--- src/rtl/branch_resolve_pkg.sv ---
// Shared pipeline definitions: decoded branch ops, EX resolve FSM states and
// predictor 2-bit counter encodings used by the ID-stage predictor.
package branch_resolve_pkg;

   typedef logic [5:0] alu_op_t;

   localparam alu_op_t BEQ = 6'b001011;
   localparam alu_op_t BLT = 6'b001100;
   localparam alu_op_t BGE = 6'b001101;
   localparam alu_op_t JAL = 6'b001110;

   typedef enum logic {
      IDLE  = 1'b0,
      FLUSH = 1'b1
   } br_state_t;

   typedef enum logic [1:0] {
      PRED_SNT = 2'b00,
      PRED_WNT = 2'b01,
      PRED_WT  = 2'b10,
      PRED_ST  = 2'b11
   } pred_state_t;

endpackage

--- src/rtl/branch_resolve_if.sv ---
// EX-stage branch bus: instruction operands in, predictor update, fetch
// redirect, squash and performance counters out.
interface branch_resolve_if
   import branch_resolve_pkg::*;
#(
   parameter int CNT_W = 32
);
   logic             ex_valid;
   logic             stall;
   alu_op_t          alu_op;
   logic [31:0]      reg_data1;
   logic [31:0]      reg_data2;
   logic [31:0]      imm;
   logic [31:0]      ex_pc;
   logic             pred_taken;
   logic             upd_we;
   logic             upd_taken;
   logic             redirect_valid;
   logic [31:0]      redirect_pc;
   logic             flush;
   logic [CNT_W-1:0] br_cnt;
   logic [CNT_W-1:0] mis_cnt;

   modport master (
      output ex_valid, stall, alu_op, reg_data1, reg_data2, imm, ex_pc, pred_taken,
      input  upd_we, upd_taken, redirect_valid, redirect_pc, flush, br_cnt, mis_cnt
   );

   modport slave (
      input  ex_valid, stall, alu_op, reg_data1, reg_data2, imm, ex_pc, pred_taken,
      output upd_we, upd_taken, redirect_valid, redirect_pc, flush, br_cnt, mis_cnt
   );
endinterface

--- src/rtl/branch_resolve_sat_counter.sv ---
// Event counter that sticks at all-ones instead of wrapping.
module sat_counter #(
   parameter int W = 32
) (
   input  logic         clk,
   input  logic         rst,
   input  logic         inc,
   output logic [W-1:0] cnt
);
   logic [W-1:0] cnt_q;

   function automatic logic [W-1:0] sat_inc(input logic [W-1:0] v);
      return (v == '1) ? v : v + 1'b1;
   endfunction

   always_ff @(posedge clk or posedge rst) begin
      if (rst)
         cnt_q <= '0;
      else if (inc)
         cnt_q <= sat_inc(cnt_q);
   end

   assign cnt = cnt_q;
endmodule

--- src/rtl/branch_resolve.sv ---
// EX-stage branch resolution: compares operands, checks the ID prediction,
// updates the predictor, redirects fetch and squashes IF/ID on a mispredict.
module branch_resolve
   import branch_resolve_pkg::*;
#(
   parameter int CNT_W     = 32,
   parameter int FLUSH_CYC = 2
) (
   input logic             clk,
   input logic             rst,
   branch_resolve_if.slave bus
);
   localparam int              FC_W    = (FLUSH_CYC > 1) ? $clog2(FLUSH_CYC) : 1;
   localparam logic [FC_W-1:0] FC_LOAD = FC_W'(FLUSH_CYC - 1);

   br_state_t          state_q, state_d;
   logic [FC_W-1:0]    fcnt_q, fcnt_d;
   logic               is_br_p0, cond_p0, vld_p0, mis_p0;
   logic signed [31:0] rs1_p0, rs2_p0;
   logic [31:0]        tgt_p0, fall_p0;
   logic               upd_we_p1, upd_taken_p1, redir_vld_p1, flush_p1;
   logic [31:0]        redir_pc_p1;
   logic [CNT_W-1:0]   br_cnt_q, mis_cnt_q;

   // Stage p0: combinational resolve of the EX instruction
   assign rs1_p0  = bus.reg_data1;
   assign rs2_p0  = bus.reg_data2;
   assign tgt_p0  = bus.ex_pc + bus.imm;
   assign fall_p0 = bus.ex_pc + 32'd4;

   always_comb begin
      is_br_p0 = 1'b0;
      cond_p0  = 1'b0;
      case (bus.alu_op)
         BEQ: begin is_br_p0 = 1'b1; cond_p0 = (rs1_p0 == rs2_p0); end
         BLT: begin is_br_p0 = 1'b1; cond_p0 = (rs1_p0 <  rs2_p0); end
         BGE: begin is_br_p0 = 1'b1; cond_p0 = (rs1_p0 >= rs2_p0); end
         default: ;
      endcase
   end

   // Wrong-path instructions during FLUSH never resolve
   assign vld_p0 = bus.ex_valid & ~bus.stall & (state_q == IDLE) & is_br_p0;
   assign mis_p0 = vld_p0 & (cond_p0 != bus.pred_taken);

   always_comb begin
      state_d = state_q;
      fcnt_d  = fcnt_q;
      case (state_q)
         IDLE: begin
            if (mis_p0) begin
               state_d = FLUSH;
               fcnt_d  = FC_LOAD;
            end
         end
         FLUSH: begin
            if (fcnt_q == '0)
               state_d = IDLE;
            else
               fcnt_d = fcnt_q - 1'b1;
         end
         default: state_d = IDLE;
      endcase
   end

   // Stage p1: registered outputs
   always_ff @(posedge clk or posedge rst) begin
      if (rst) begin
         state_q      <= IDLE;
         fcnt_q       <= '0;
         upd_we_p1    <= 1'b0;
         upd_taken_p1 <= 1'b0;
         redir_vld_p1 <= 1'b0;
         redir_pc_p1  <= '0;
         flush_p1     <= 1'b0;
      end else begin
         state_q      <= state_d;
         fcnt_q       <= fcnt_d;
         upd_we_p1    <= vld_p0;
         upd_taken_p1 <= vld_p0 & cond_p0;
         redir_vld_p1 <= mis_p0;
         flush_p1     <= (state_d == FLUSH);
         if (mis_p0)
            redir_pc_p1 <= cond_p0 ? tgt_p0 : fall_p0;
      end
   end

   sat_counter #(.W(CNT_W)) u_br_cnt (
      .clk (clk),
      .rst (rst),
      .inc (vld_p0),
      .cnt (br_cnt_q)
   );

   sat_counter #(.W(CNT_W)) u_mis_cnt (
      .clk (clk),
      .rst (rst),
      .inc (mis_p0),
      .cnt (mis_cnt_q)
   );

   assign bus.upd_we         = upd_we_p1;
   assign bus.upd_taken      = upd_taken_p1;
   assign bus.redirect_valid = redir_vld_p1;
   assign bus.redirect_pc    = redir_pc_p1;
   assign bus.flush          = flush_p1;
   assign bus.br_cnt         = br_cnt_q;
   assign bus.mis_cnt        = mis_cnt_q;
endmodule

--- src/flat_wrapper.sv ---
// flat-port wrapper written by rule: the top's interface ports become plain ports
module branch_resolve_flat import branch_resolve_pkg::*;
#(
   parameter int CNT_W     = 32,
   parameter int FLUSH_CYC = 2
)
  (clk, rst, bus_ex_valid, bus_stall, bus_alu_op, bus_reg_data1, bus_reg_data2, bus_imm, bus_ex_pc, bus_pred_taken, bus_upd_we, bus_upd_taken, bus_redirect_valid, bus_redirect_pc, bus_flush, bus_br_cnt, bus_mis_cnt);
  branch_resolve_if #(.CNT_W(CNT_W)) bus_i ();
  input logic clk;
  input logic rst;
  input wire logic [$bits(bus_i.ex_valid)-1:0] bus_ex_valid;
  input wire logic [$bits(bus_i.stall)-1:0] bus_stall;
  input wire logic [$bits(bus_i.alu_op)-1:0] bus_alu_op;
  input wire logic [$bits(bus_i.reg_data1)-1:0] bus_reg_data1;
  input wire logic [$bits(bus_i.reg_data2)-1:0] bus_reg_data2;
  input wire logic [$bits(bus_i.imm)-1:0] bus_imm;
  input wire logic [$bits(bus_i.ex_pc)-1:0] bus_ex_pc;
  input wire logic [$bits(bus_i.pred_taken)-1:0] bus_pred_taken;
  output wire logic [$bits(bus_i.upd_we)-1:0] bus_upd_we;
  output wire logic [$bits(bus_i.upd_taken)-1:0] bus_upd_taken;
  output wire logic [$bits(bus_i.redirect_valid)-1:0] bus_redirect_valid;
  output wire logic [$bits(bus_i.redirect_pc)-1:0] bus_redirect_pc;
  output wire logic [$bits(bus_i.flush)-1:0] bus_flush;
  output wire logic [$bits(bus_i.br_cnt)-1:0] bus_br_cnt;
  output wire logic [$bits(bus_i.mis_cnt)-1:0] bus_mis_cnt;
  assign bus_i.ex_valid = bus_ex_valid;
  assign bus_i.stall = bus_stall;
  assign bus_i.alu_op = bus_alu_op;
  assign bus_i.reg_data1 = bus_reg_data1;
  assign bus_i.reg_data2 = bus_reg_data2;
  assign bus_i.imm = bus_imm;
  assign bus_i.ex_pc = bus_ex_pc;
  assign bus_i.pred_taken = bus_pred_taken;
  assign bus_upd_we = bus_i.upd_we;
  assign bus_upd_taken = bus_i.upd_taken;
  assign bus_redirect_valid = bus_i.redirect_valid;
  assign bus_redirect_pc = bus_i.redirect_pc;
  assign bus_flush = bus_i.flush;
  assign bus_br_cnt = bus_i.br_cnt;
  assign bus_mis_cnt = bus_i.mis_cnt;
  branch_resolve #(.CNT_W(CNT_W), .FLUSH_CYC(FLUSH_CYC)) u_core (.clk(clk), .rst(rst), .bus(bus_i));
endmodule
--- config.mk ---
export PLATFORM = sky130hd
export DESIGN_NAME = branch_resolve_flat
export DESIGN_NICKNAME = d
export VERILOG_FILES = /design/src/rtl/branch_resolve_pkg.sv /design/src/rtl/branch_resolve_if.sv /design/src/rtl/branch_resolve_sat_counter.sv /design/src/rtl/branch_resolve.sv /design/src/flat_wrapper.sv
export SDC_FILE = /design/constraint.sdc
export NUM_CORES = 1
export LEC_CHECK = 0
export CAP_MARGIN = 40
export CORE_MARGIN = 1
export CORE_UTILIZATION = 43
export CTS_BUF_LIST = sky130_fd_sc_hd__clkbuf_16
export CTS_CLUSTER_DIAMETER = 200
export CTS_CLUSTER_SIZE = 10
export DETAILED_ROUTE_END_ITERATION = 8
export PLACE_DENSITY = 0.78
export SYNTH_ARGS = -nofsm -noshare
export SYNTH_HDL_FRONTEND = slang
export SYNTH_SLANG_ARGS = --single-unit
--- constraint.sdc ---
create_clock -name clk -period 2.9 [get_ports clk]
set_input_delay 0.29 -clock clk [delete_from_list [all_inputs] [get_ports clk]]
set_output_delay 0.29 -clock clk [all_outputs]
set_load 0.005 [all_outputs]
==> results of run 1 <==
-- flip-flops by register name, indices dropped and copies added, names as in the netlist --
signal and cells:
u_core.fcnt_q 1, u_core.u_br_cnt.cnt 32, u_core.bus.upd_we 1, u_core.bus.redirect_pc 32
u_core.u_mis_cnt.cnt 32, u_core.bus.redirect_valid 1, u_core.bus.upd_taken 1, u_core.state_q 1
-- worst max-delay path, cell delays in order --
cell and delay [ns]:
dlygate4sd2_1 0.24, inv_2 0.07, ha_4 0.20, buf_4 0.13
a21oi_1 0.18, nor2_1 0.09, a211oi_2 0.22, o211ai_2 0.15
a32o_2 0.32, o31ai_4 0.29, nand3_4 0.14, buf_6 0.15
nor3_4 0.33, and3_4 0.26, xor2_1 0.16
-- routing by layer --
metal / global-route usage, % / wire length [um] / up-vias
li1: - / - / 3778
met1: 32.12 / 10140 / 3681
met2: 44.59 / 11930 / 283
met3: 3.628 / 1175 / 80
met4: 13.01 / 1023 / 0
met5: 0 / 0 / -
-- power by group through the flow --
| stage | logic (mW) | clock network (mW) | registers [mW] |
|---|---|---|---|
| floorplan | 0.501 | 0 | 1.55 |
| global placement | 1.10 | 0 | 1.56 |
| detailed placement | 1.14 | 0 | 1.56 |
| CTS | 1.20 | 1.26 | 1.53 |
| global route | 1.39 | 1.32 | 1.54 |
| finish | 1.28 | 1.24 | 1.53 |
-- cell families (layout without fill, tap and decap cells) --
logic type,Yosys count,after routing,share of synthesized area (%)
buf+inv,72,454,3.949
mux,7,7,0.9873
fa+ha+maj,67,67,11.31
compound gates,178,178,15.16
simple gates,317,317,21.08
flops,101,101,33.80
xor+xnor,117,117,13.70
-- worst min-delay path by stage --
stage,startpoint,to,slack [ns]
after floorplan,u_core.fcnt_q,u_core.state_q,0.45
after global placement,u_core.fcnt_q,u_core.state_q,0.46
final,bus_ex_pc[0],u_core.bus.redirect_pc[0],0.35
after CTS,rst,u_core.u_br_cnt.cnt[8],0.47
after detailed placement,u_core.bus.redirect_pc[25],u_core.bus.redirect_pc[25],0.47
after global routing,bus_ex_pc[0],u_core.bus.redirect_pc[0],0.36
-- layout make-up --
class | count | area [um^2] | area share (%)
Multi-Input combinational cell | 686 | 5330 | 44.16
Timing Repair Buffer | 382 | 3405 | 28.21
Clock inverter | 6 | 78.83 | 0.6531
Clock buffer | 9 | 225.2 | 1.866
Inverter | 57 | 227.7 | 1.887
Sequential cell | 101 | 2529 | 20.95
Tap cell | 220 | 275.3 | 2.281
-- cells in the final DEF (no fill, tap or decap), types with 6 or more instances in the layout --
master           count
clkdlybuf4s50_1    172
buf_4              133
nand2_1            107
dfrtp_1            100
xnor2_1             71
nor2_1              57
a21oi_1             47
xor2_1              45
o21ai_0             43
nand3_1             37
ha_1                35
clkbuf_2            30
inv_1               28
ha_4                27
inv_2               26
nand4_1             21
clkdlybuf4s15_1     20
a21o_1              16
nor3_1              14
and3_1              14
and4_1              10
clkbuf_16           10
dlygate4sd2_1       10
buf_6                7
nand3_2              6
a221o_1              6
-- metrics by stage --
step / power (mW) / hold WS (ns) / util [%]
final: 4.052 / 0.3542 / 72.02
after global routing: 4.255 / 0.3596 / 72.02
after CTS: 3.996 / 0.4670 / 70.81
after detailed placement: 2.693 / 0.4678 / 65.94
after global placement: 2.661 / 0.4571 / 65.94
after floorplan: 2.050 / 0.4496 / -
-- repair_timing --
item	CTS	global route
gates resized for setup	158	137
setup endpoints to repair	66	62
gates cloned	1	1
pin swaps	59	78
buffers inserted	15	8
==> results.tsv, run 1 <==
metric	value	unit
ys_top_cells_by_area	dfrtp_1 34%, ha_1 11%, xnor2_1 8.4%, nand2_1 5.6%, xor2_1 5.3%	
gr-total-overflow	0	
cts.path.max_buffers	2	
syn_nets	1065	
clock_latency	0.34	ns
ant_nets	0	
crit_arrival	3.20	ns
final_area	0.01207	mm^2
fin_skew	0.005827	ns
drt_iter0_markers	380	
hold_viol	0	
crit_end	u_core.u_mis_cnt.cnt[6]	
crit_type	in2reg	
placed_cell_area	0.01105	mm^2
reg2reg_slack	0.12	ns
report.final.setup_viol	4	
core	0.01676	mm^2
synth_ff_type	dfrtp_1	
combPwrFrac	31.5	%
clk_pin_slew	0.07	ns
nNetsFinal	1443	
worstSetupEndpointType	flop	
worst_slew_pin_slew	0.5294	ns
synthCells	859	
fin_cells	1461	
wl_per_cell	16.61	um
synth_largest_area_cell	dfrtp_1	
yosysUniqueCellTypes	68	
avgSynthCellArea	8.705	um^2
syn-cell-area	0.007477	mm^2
cts_tree	built	
relSlewSlack	64.71	%
fmax	0.3402	GHz
htreeDepth	3	
yosys_warnings	0	
n_fill_cell	1222	
drv_slew	0	
drt-pass1-iter-count	5	
rows	47	
power_frac_seq	37.9	%
ctsHoldBuffers	0	
antennaDiodeCount	0	
dieArea	0.01792	mm^2
cts_buffers	9	
hpwlAfterDp	17740	um
status	finished, violations left	
port_buffers	238	
cp_max_fo	6	
drive_gt1_share	26.19	%
min_period	2.940	ns
synth_common_cells	112 x nand2_1, 101 x dfrtp_1, 72 x xnor2_1, 66 x ha_1, 59 x nor2_1	
r2r-end	u_core.u_br_cnt.cnt[21]	
tns	-0.1117	ns
num_io_pins	239	
fin_crit_sh	101.4	%
via_count	7822	
start_util	44.61	%
root_buffer	clkbuf_16	
reg2reg_depth	10	
grt_start_max_net_pins	102	
wl	24270	um
switchingPower	1.126	mW
gp_congestion	0.9267	
synth_top_area_share	33.80	%
ys_seq_area_share	33.80	%
r2r-start	u_core.u_br_cnt.cnt[4]	
grt_first_pass_wirelength	37340	um
areaGrowthSynthToFinish	61.43	%
synth.most_common_cell	nand2_1	
grt_pass1_vias	7713	
rsz0062_at_grt	true	
grtUsageTotal	26.08	%
synth_enable_flop_cells	0	
cts.sinks	101	
p_int	2.926	mW
startpoint	bus_reg_data2[25]	
ys_ff_latch	101	
drc	0	
chipHeight	133.9	um
clock_power_share	30.6	%
dp.cells	1424	
async_flop_share	100.0	%
cp.required	3.16	ns
max-vdd-ir-drop	0.0002255	V
p_leak	5.445	nW
switching_share	27.79	%
viasPerCell	5.354	
maxCapViolCount	0	
die_w	133.9	um
antenna_found_initial	0	
preCtsSetupSlack	-0.7488	ns
hp-class	in2reg	
violations	setup timing	
start_kind	input pin	
powerDensity	335.7	mW/mm^2
setup_ws	-0.03984	ns
hold_path_depth	3	
No activity file was read; power rests on OpenSTA's default activity.
==> run 2: changes to the inputs <==
--- a/config.mk
+++ b/config.mk
@@ -6,7 +6,7 @@
 export NUM_CORES = 1
 export LEC_CHECK = 0
 export CAP_MARGIN = 40
-export CORE_MARGIN = 1
+export CORE_MARGIN = 8
 export CORE_UTILIZATION = 43
 export CTS_BUF_LIST = sky130_fd_sc_hd__clkbuf_16
 export CTS_CLUSTER_DIAMETER = 200
==> results.tsv, run 2 (synthesis gave the netlist of run 1 again) <==
metric	value	unit
status	finished, final reports clean	
wl_per_cell	17.36	um
start_kind	input pin	
cts.path.max_buffers	2	
ant_nets	0	
maxCapViolCount	0	
reg2reg_depth	13	
switching_share	29.47	%
worst_slew_pin_slew	0.5381	ns
fmax	0.3504	GHz
wl	25710	um
dieArea	0.02186	mm^2
antenna_found_initial	2	
root_buffer	clkbuf_16	
cp_max_fo	7	
grt_pass1_vias	7927	
fin_crit_sh	98.42	%
cts_buffers	9	
nNetsFinal	1455	
p_leak	5.620	nW
fin_skew	0.01101	ns
via_count	7776	
report.final.setup_viol	0	
grt_first_pass_wirelength	39420	um
drv_slew	0	
core	0.01718	mm^2
die_w	147.9	um
drive_gt1_share	28.63	%
grt_start_max_net_pins	102	
rsz0062_at_grt	true	
drc	0	
hpwlAfterDp	19370	um
rows	48	
power_frac_seq	39.0	%
ctsHoldBuffers	0	
hp-class	in2reg	
chipHeight	147.9	um
dp.cells	1437	
mostFrequentLayoutCells	171 x clkdlybuf4s50_1, 142 x buf_4, 107 x nand2_1	
final_common_cell	clkdlybuf4s50_1	
switchingPower	1.154	mW
cts.sinks	101	
drt-pass1-iter-count	5	
gr-total-overflow	0	
cts_tree	built	
crit_arrival	3.09	ns
gp_congestion	0.9288	
clock_power_share	28.4	%
crit_type	in2reg	
hold_path_depth	3	
combPwrFrac	32.6	%
fin_cells	1481	
min_period	2.854	ns
fin_util	71.11	%
worstSetupEndpointType	flop	
hold_viol	0	
max-vdd-ir-drop	0.0002375	V
cp.required	3.13	ns
port_buffers	238	
relSlewSlack	64.13	%
viasPerCell	5.251	
p_int	2.761	mW
htreeDepth	3	
drt_iter0_markers	416	
grtUsageTotal	22.23	%
clock_latency	0.35	ns
powerDensity	320.5	mW/mm^2
num_io_pins	239	
start_util	43.53	%
total_power	3.915	mW
areaGrowthSynthToFinish	63.35	%
clk_pin_slew	0.07	ns
==> run 2: timing repair <==
action	4_1_cts	5_1_grt
setup endpoints to repair	65	73
endpoints found under the hold margin	0	0
gates cloned	1	0
gates resized for setup	119	207
buffers inserted	15	12
pin swaps	33	74
==> run 2: final cells by class <==
type	count	area (um^2)
Antenna cell	2	5.005
Clock buffer	9	225.2
Clock inverter	7	42.54
Fill cell	1303	4962
Inverter	57	225.2
Multi-Input combinational cell	686	5359
Sequential cell	101	2529
Tap cell	225	281.5
Timing Repair Buffer	394	3547
==> run 2: worst paths after layout <==
kind | startpoint | endpoint | slack, ns
setup / recovery | bus_reg_data2[11] | u_core.u_mis_cnt.cnt[17] | 0.05
hold / removal | bus_ex_pc[0] | u_core.bus.redirect_pc[0] | 0.32
setup reg to reg | u_core.u_mis_cnt.cnt[6] | u_core.u_mis_cnt.cnt[13] | 0.09
hold reg to reg | u_core.bus.redirect_pc[14] | u_core.bus.redirect_pc[14] | 0.48
max in group asynchronous | rst | u_core.u_mis_cnt.cnt[4] | 2.02
min in group asynchronous | rst | u_core.bus.redirect_pc[0] | 0.45
==> run 2: metrics by stage <==
step	hold WS [ns]	setup slack, ns	cell area, um^2	TNS [ns]
2_1_floorplan	0.4496	0.01216	7488	0
3_5_place_dp	0.4692	-0.7098	11110	-40.22
6_report	0.3210	0.04594	12210	0
5_1_grt	0.3671	-0.05652	12210	-0.4800
4_1_cts	0.4676	-0.02189	11820	-0.04129
3_3_place_gp	0.4605	-0.6480	11110	-36.59
==> run 2: worst max-delay path: stages <==
cell and delay, ns:
clkbuf_2 0.09, inv_2 0.06, ha_4 0.19, nand4_1 0.13, or2_4 0.15, a21oi_2 0.04, or4b_4 0.54, a2111oi_4 0.46
or4_4 0.22, nand3_4 0.09, buf_12 0.16, nor3_4 0.19, buf_12 0.15, buf_8 0.12, nand3_2 0.07, xnor2_1 0.14
==> run 2: power groups by stage <==
stage | Sequential [mW] | Clock [mW] | Combinational [mW]
2_1_floorplan | 1.55 | 0 | 0.501
3_3_place_gp | 1.55 | 0 | 1.11
3_5_place_dp | 1.55 | 0 | 1.14
4_1_cts | 1.53 | 1.13 | 1.19
5_1_grt | 1.54 | 1.21 | 1.38
6_report | 1.53 | 1.11 | 1.28
==> run 2: routing by layer <==
layer	track usage, %	share of wire, %	vias up	routed length, um
met1	25.70	41	3680	10430
met4	10.61	4.1	0	1054
li1	-	-	3811	-
met3	2.904	4.0	62	1026
met2	39.89	51	223	13200
met5	0	0	-	0
==> edit 1 (flow settings as in run 2) <==
`CNT_W` is set to 32 in 3 places; all go to 40.
--- a/src/rtl/branch_resolve_if.sv
+++ b/src/rtl/branch_resolve_if.sv
@@ -5,3 +5,3 @@
 #(
-   parameter int CNT_W = 32
+   parameter int CNT_W = 40
 );
--- a/src/rtl/branch_resolve.sv
+++ b/src/rtl/branch_resolve.sv
@@ -5,3 +5,3 @@
 #(
-   parameter int CNT_W     = 32,
+   parameter int CNT_W     = 40,
    parameter int FLUSH_CYC = 2
--- a/src/flat_wrapper.sv
+++ b/src/flat_wrapper.sv
@@ -3,3 +3,3 @@
 #(
-   parameter int CNT_W     = 32,
+   parameter int CNT_W     = 40,
    parameter int FLUSH_CYC = 2
Interface: changed (resized bus_br_cnt and bus_mis_cnt); port bits go from 239 to 255. No check against the original RTL was run, so the function may have changed too.
==> edit 1 against run 2 <==
Register-to-register slack gained 180 ps. First-iteration DRC count is 13% higher. Sequential power up 15%. Critical path depth decreased by 3. Wire length grew 7.3%. Via count is 8.2% higher. Area after synthesis is 12% higher. Design area is 7.6% higher. Sequential cell count grew 16. Non-clock buffer count fell by 14. Synthesized cell count grew 11%. Combinational power shrank 6%. Total power rose by 32%. Critical endpoint is now u_core.u_mis_cnt.cnt[15]. Worst setup slack gained 45 ps.
==> edit 1: results <==
run_status:
  status: "finished clean"
power_and_ir_drop:
  p_switching_w: 0.00138
  ir_drop_uv: 265
  p_leak_nw: 5.80
  seqPwrFrac: 0.340
  pwr-share-clk: 0.428
clocking:
  htree_levels: 4
  clk_pin_slew_worst_paths_ps: 60
  root_buffer: "clkbuf_16"
  clockBufferDepth: 2
  clock_latency_ps: 420
  cts_buffers: 17
min_path:
  hold_depth: 3
  hold_path_end: "u_core.bus.redirect_pc[0]"
  hp-start: "bus_ex_pc[0]"
  min_path_type: "primary input to flip-flop"
critical_path:
  worst_path_max_delay_cell: "clkdlybuf4s50_1"
  reg2regPathDepth: 10
  slowest_delay_ps: 410
  crit_fanout: 5
  r2r-end: "u_core.u_mis_cnt.cnt[37]"
  crit_family: "buffers and inverters"
  ff2ff_setup_slack_ps: 270
  cp-startpoint: "bus_reg_data1[16]"
  crit_arrival_ps: 3100
  r2r-start: "u_core.u_mis_cnt.cnt[3]"
  crit_end: "u_core.u_mis_cnt.cnt[15]"
grt:
  grt_usage: 0.225
  grt_max_degree: 36
  grt_pass1_vias: 8485
  antenna_found_initial: 1
  grt_pass1_wl_um: 43900
finish:
  layout-drive-gt1-share: 0.184
  fin_nets: 1536
  final.fill_count: 1529
  antenna_cells: 0
placed_design:
  dp.cells: 1564
  place_area_um2: 12100
  dp_hpwl_um: 21700
  io_buffers: 254
  gp_congestion: 0.933
yosys:
  syn_nets: 1157
  synth_async_sr_flop_share: 1.00
  ys_seq_area_frac: 0.351
  ys_top_cells_by_count: "dfrtp_1, xnor2_1, nand2_1"
  ys_types: 68
  synthTopCellsByArea: "dfrtp_1, xnor2_1, ha_1"
  yosys_warnings: 0
  synthCells: 951
route:
  drt_iter0_markers: 472
  first_pass_iters: 5
  dr_total_vias: 8413
  post_drt_wl_per_cell_um: 17.2
  viasPerCell: 5.23
sta:
  slew_headroom: 0.507
  hold_viol_final: 0
  clock_skew_ps: 10.7
[edit 1: cell type report]
class	count	area [um^2]	share of cell area
clock inverters	15	189	0.0144
multi-input cells	756	5530	0.421
inverters	58	226	0.0172
flip-flops and latches	117	2930	0.223
well taps	265	332	0.0252
repair buffers	380	3510	0.267
clock buffers	17	425	0.0324
[edit 1: cells by family after synthesis]
logic type / count (synthesis) / share of synthesized area
and+or+nand+nor: 363 / 0.218
AOI/OAI and AO/OA: 183 / 0.136
muxes: 11 / 0.0144
buffers and inverters: 78 / 0.0393
xor gates and xnor gates: 132 / 0.140
adders and majority gates: 67 / 0.101
DFF: 117 / 0.351
[edit 1: metrics by stage]
step | setup WS, ps | total power, W | util | hold WS [ps]
global route | -2.55 | 0.00539 | 0.682 | 290
global placement | -560 | 0.00289 | 0.626 | 455
finish | 90.5 | 0.00516 | 0.682 | 239
CTS | 3.39 | 0.00516 | 0.678 | 370
detailed placement | -623 | 0.00292 | 0.626 | 469
floorplan | -0.193 | 0.00229 | - | 450
[edit 1: worst min-delay path, delay by kind of cell]
| kind | cells | cell delay (ps) |
|---|---|---|
| buf+inv | 1 | 110 |
| mux | 1 | 70 |
| compound gates | 1 | 140 |
[edit 1: metal layers]
layer	GRT usage	part of all wire
met5	0	0.00047
met4	0.0726	0.021
met3	0.0488	0.056
met2	0.399	0.49
met1	0.267	0.43
[edit 1: repair_timing]
item	4_1_cts	5_1_grt
cloned	1	0
setup endpoints to repair	72	63
pin swaps	48	19
gates resized for setup	136	20
buffers inserted	9	2
==> edit 2 (config.mk and constraints of run 2) <==
Without the edit above. Make the reset (`rst`) synchronous in 2 clocked blocks.
--- a/src/rtl/branch_resolve_sat_counter.sv
+++ b/src/rtl/branch_resolve_sat_counter.sv
@@ -15,3 +15,3 @@
 
-   always_ff @(posedge clk or posedge rst) begin
+   always_ff @(posedge clk) begin
       if (rst)
--- a/src/rtl/branch_resolve.sv
+++ b/src/rtl/branch_resolve.sv
@@ -66,3 +66,3 @@
    // Stage p1: registered outputs
-   always_ff @(posedge clk or posedge rst) begin
+   always_ff @(posedge clk) begin
       if (rst) begin
Behaviour: differs if rst is asserted again (counterexample within 4 cycles, from zero or initial values and one cycle with rst high); with rst held inactive, the same outputs for 10 cycles.
==> edit 2 against run 2 <==
The run now ends with negative setup slack left. Worst setup slack worse by 180 ps. Total power down 0.70%. Sequential cell count did not move. Combinational power decreased by 5%. Sequential power fell by 9%. Area after synthesis rose by 5.0%. Design area is 4.9% higher. Wire length is 7.6% higher. Largest power group unchanged.
==> edit 2: results <==
grt:
  grtUsageMet1: 0.281
  grt_pass1_vias: 8718
  grt_usage: 0.230
  grt_max_degree: 76
  use_met3: 0.0290
  grtUsageMet2: 0.410
  antenna_found_initial: 0
  grt_pass1_wl_um: 42900
yosys:
  synthTopCellsByArea: "dfxtp_1, ha_1, a21oi_1"
  syn_nets: 1217
  synthCells: 1011
  ys_types: 73
  ys_seq_area_frac: 0.257
  synth_async_sr_flop_share: 0
sta:
  holdWs_ps: 376
  fin_setup_tns_ps: -1410
  final-setup-viol-count: 32
  setup_slack_ps: -135
  worstMarginPinSlew_ps: 468
critical_path:
  r2r-start: "u_core.u_mis_cnt.cnt[5]"
  crit_end: "u_core.u_mis_cnt.cnt[5]"
  r2r-end: "u_core.u_mis_cnt.cnt[27]"
  slowest_delay_ps: 500
  worst_path_max_delay_cell: "or4_4"
  ff2ff_setup_slack_ps: 70
  reg2regPathDepth: 10
power_and_ir_drop:
  switching_share: 0.283
  ir_drop_uv: 357
  p_leak_nw: 5.21
clocking:
  post_cts_buffers: 22
  cts_resized: 230
min_path:
  hold_depth: 2
run_status:
  violations: "negative setup slack"
  status: "complete, but fails checks"
placed_design:
  dp_hpwl_um: 20700
  place_area_um2: 11700
  pre_cts_ws_ps: -852
  gp_congestion: 0.906
finish:
  final.fill_count: 1353
  layout-drive-gt1-share: 0.293
route:
  dr_wl_met2_um: 14200
  wl_met1_um: 11400
  dr_total_vias: 8848
  viasPerCell: 5.41
[edit 2: power groups by stage]
stage | Sequential [W] | Combinational [W] | Clock, W
floorplan | 0.00142 | 0.000547 | 0
CTS | 0.00139 | 0.00113 | 0.00132
finish | 0.00139 | 0.00121 | 0.00129
global route | 0.00139 | 0.00132 | 0.00138
detailed placement | 0.00142 | 0.00108 | 0
global placement | 0.00142 | 0.00106 | 0
[edit 2: kinds of logic after synthesis]
family	after synthesis	share of synthesized area
simple gates	427	0.282
mux	36	0.0513
xor+xnor	77	0.0859
buf+inv	97	0.0494
fa+ha+maj	67	0.108
compound gates	206	0.167
flops	101	0.257
[edit 2: area by class of cell]
cell class / count / area (um^2) / share of cell area
repair buffers: 425 / 3760 / 0.294
clock buffers: 9 / 225 / 0.0176
well taps: 229 / 287 / 0.0224
clock inverters: 6 / 86.3 / 0.00674
inverters: 53 / 221 / 0.0173
multi-input cells: 813 / 6210 / 0.485
flip-flops and latches: 101 / 2020 / 0.158
